**src/rtl/count_stream_checker_sat_counter.sv**
```systemverilog
// -----------------------------------------------------------------------------
// sat_counter
//
// Up-counter that stops at all-ones instead of rolling over.
//
// Ports:
//   clk    in   rising-edge clock
//   rst    in   asynchronous active-low reset, clears count to 0
//   inc    in   add one this cycle (ignored once saturated)
//   count  out  current count, width bits
// -----------------------------------------------------------------------------
module sat_counter #(
    parameter int width = 8
) (
    input  logic             clk,
    input  logic             rst,
    input  logic             inc,
    output logic [width-1:0] count
);

    // NOTE: registered state uses non-blocking assignments so every flop
    // samples its inputs at the same instant, independent of statement order.
    always_ff @(posedge clk or negedge rst) begin
        if (!rst) begin
            count <= '0;
        end else if (inc && (count != '1)) begin
            count <= count + width'(1);
        end
    end

endmodule

```
**config.mk**
```make
export PLATFORM = sky130hd
export DESIGN_NAME = sat_counter
export DESIGN_NICKNAME = d
export VERILOG_FILES = /design/src/rtl/count_stream_checker_sat_counter.sv
export SDC_FILE = /design/constraint.sdc
export NUM_CORES = 1
export LEC_CHECK = 0
export ABC_AREA = 0
export CAP_MARGIN = 20
export CORE_MARGIN = 8
export CORE_UTILIZATION = 29
export CTS_BUF_LIST = sky130_fd_sc_hd__clkbuf_4 sky130_fd_sc_hd__clkbuf_8
export CTS_CLUSTER_SIZE = 10
export DETAILED_ROUTE_END_ITERATION = 6
export PLACE_DENSITY_LB_ADDON = 0.3
export SYNTH_ARGS = -nofsm -noshare
export SYNTH_HDL_FRONTEND = slang
export SYNTH_SLANG_ARGS = --single-unit
```
**constraint.sdc**
```tcl
create_clock -name clk -period 1.8 [get_ports clk]
set_input_delay 0.36 -clock clk [delete_from_list [all_inputs] [get_ports clk]]
set_output_delay 0.36 -clock clk [all_outputs]
set_load 0.005 [all_outputs]
```
==> impl_metrics.yaml <==
status:
  outcome: "finished clean"
clock_network:
  clk_path_buf_depth: 2
  cts.sinks: 8
  ctsResizeCount: 0
  htree_levels: 1
  clkTransAtPathRegs_ps: 60
  cts_buffers: 3
  cts_setup_buffers: 0
  cts_root_buffer: "clkbuf_4"
  tritoncts: "built"
  clk_latency_ps: 260
  cts_hold_buf: 0
final_layout:
  drive_gt1_share_pct: 19.1
  largest_register_ffs: 8
  max_flop_register: "count"
  biggestRegsByFlops: "count (8)"
  area_growth_syn_to_layout_pct: 34.7
  ff_latch_area_um2: 200
  nets: 53
  diodes: 0
  multi_input_area_um2: 204
  fillers: 139
floorplanning:
  io_pins: 11
  die_w_um: 53.5
  fp.coreArea_mm2: 0.00130
  start_util_pct: 31.3
  die_y_um: 53.5
  rows: 13
  die_area_mm2: 0.00286
worst_setup_path:
  arrival_ps: 1290
  critPathTopFamily: "buffers and inverters"
  crit_chain: "clkdlybuf4s50_1"
  worstPathRequired_ps: 1440
  end_kind: "primary output"
  cp_slowest_stage_delay_ps: 560
  crit_type: "reg -> out"
  path_depth: 1
  worst_setup_path_start_kind: "flop"
  cp_max_fo: 8
  slowest_stage: "clkdlybuf4s50_1"
  r2r.worst_path.cells: 4
  timing.critical_path.buf_inv: 1
grt:
  antenna_found_initial: 0
  grt_pass1_wl_um: 1540
  grt_max_degree: 9
  first_global_vias: 345
  grt_usage_pct: 7.32
  grt.overflow.total: 0
placement:
  portBuffers: 10
  dp_hpwl_um: 663
  dp_slack_ps: 72.3
  place_congestion: 0.730
route:
  drtIter0Drc: 7
  drc: 0
  wl_per_cell_um: 14.3
  ant_nets: 0
  routed-via-count: 340
  finalWirelength_um: 888
  vias_per_cell: 5.48
  first_pass_iters: 2
pwr:
  irDropWorstVdd_uv: 659
  p_leak_nw: 0.219
  power_uw: 853
  pwr_density_cell_mw_per_mm2: 1550
timing:
  setup_ws_ps: 153
  hold_viol: 0
  rsz0062_at_grt: "false"
  skew_ps: 6.73
  min_period_ps: 1650
  relSlewSlack_pct: 74.3
  setup_violations: 0
  worstMarginPinSlew_ps: 384
  max_freq_ghz: 0.607
  finalCritPeriodShare_pct: 91.5
  finalMaxSlewViolations: 0
  tns_ps: 0
yosys:
  synth_area_leader_cell: "dfrtp_1"
  ys_types: 23
  synth_top_family_by_area: "compound AO/OA/AOI/OAI gates"
  ys_warn_count: 0
  synth_fa_ha_area_share_pct: 3.07
  synth_top_area_share_pct: 49.1
  synthTopCellsByArea: "dfrtp_1, a41oi_1, a311oi_2"
  syn_nets: 38
  synth_cells: 34
  synth_compound_area_share_pct: 21.2
  synthSimpleGateAreaFrac_pct: 15.0
  syn_area_per_cell_um2: 12.0
  yosys.area_share.xor_xnor_pct: 4.29
  synth_seq_cells: 8
  ys_seq_area_share_pct: 49.1
  syn_area_um2: 408
  synthMuxAreaShare_pct: 6.44
run:
  maxCapViolCount: 0
min_path:
  worstHoldPathType: "in -> async"
cells by family (layout without fill, tap and decap cells):
family,count (synthesis),after routing
flops,8,8
compound gates,11,11
buf+inv,1,14
xor+xnor,2,2
mux,2,2
simple gates,9,9
fa+ha+maj,1,1
routing by layer:
metal  routed length, um  part of all wire, %  global-route usage [%]  up-vias
met4                   0                    0                    1.26        0
met3                  73                  8.2                    5.04        0
met2                 400                   45                    10.9        9
met1                 413                   47                    8.60      170
li1                    -                    -                       -      161
met5                   0                    0                       0        -
final cells by class:
type	count	area share, %
Multi-Input combinational cell	25	37.1
Timing Repair Buffer	10	18.2
Clock buffer	3	4.10
Inverter	1	0.683
Sequential cell	8	36.4
Tap cell	15	3.42
worst paths after layout:
path / start / endpoint / slack [ps]
worst max-delay path: count[6] / count[6] / 150
worst min-delay path: rst / count[3] / 390
worst max register to register: count[0] / count[1] / 300
worst min register to register: count[0] / count[0] / 530
max in group asynchronous: rst / count[2] / 1130
min in group clk: count[0] / count[0] / 530
cell usage in the layout (no fill, tap or decap), drive strengths merged:
cell type | netlist | routed
a311oi | 1 | 1
ha | 1 | 1
o21ai | 1 | 1
dfrtp | 8 | 8
nand4 | 1 | 1
o211ai | 1 | 1
nand2 | 1 | 1
a21oi | 2 | 2
xor2 | 1 | 1
and3 | 1 | 1
inv | 1 | 1
clkdlybuf4s50 | 0 | 10
nand3 | 3 | 3
xnor2 | 1 | 1
mux2 | 2 | 2
a31oi | 2 | 2
clkbuf | 0 | 3
nor2 | 1 | 1
nor3 | 1 | 1
a21boi | 1 | 1
o21a | 1 | 1
a41oi | 2 | 2
and4 | 1 | 1
metrics by stage:
| step | std cells | hold WS [ps] | util, % | cell area [um^2] |
|---|---|---|---|---|
| floorplan | 34 | 64.4 | - | 408 |
| global placement | 59 | 529 | 40.5 | 527 |
| detailed placement | 59 | 529 | 40.5 | 527 |
| CTS | 62 | 390 | 42.2 | 549 |
| global route | 62 | 432 | 42.2 | 549 |
| finish | 62 | 387 | 42.2 | 549 |
cells in the mapped netlist, drive strengths merged:
cell,count
a21boi,1
a21oi,2
a311oi,1
a31oi,2
a41oi,2
and3,1
and4,1
dfrtp,8
ha,1
inv,1
mux2,2
nand2,1
nand3,3
nand4,1
nor2,1
nor3,1
o211ai,1
o21a,1
o21ai,1
xnor2,1
xor2,1
power breakdown:
group          internal, mW  switching, mW  leakage (nW)
logic                 0.222          0.125         0.107
clock network        0.0763         0.0614        0.0138
registers             0.255          0.113        0.0978
No activity file was read; power rests on OpenSTA's default activity.
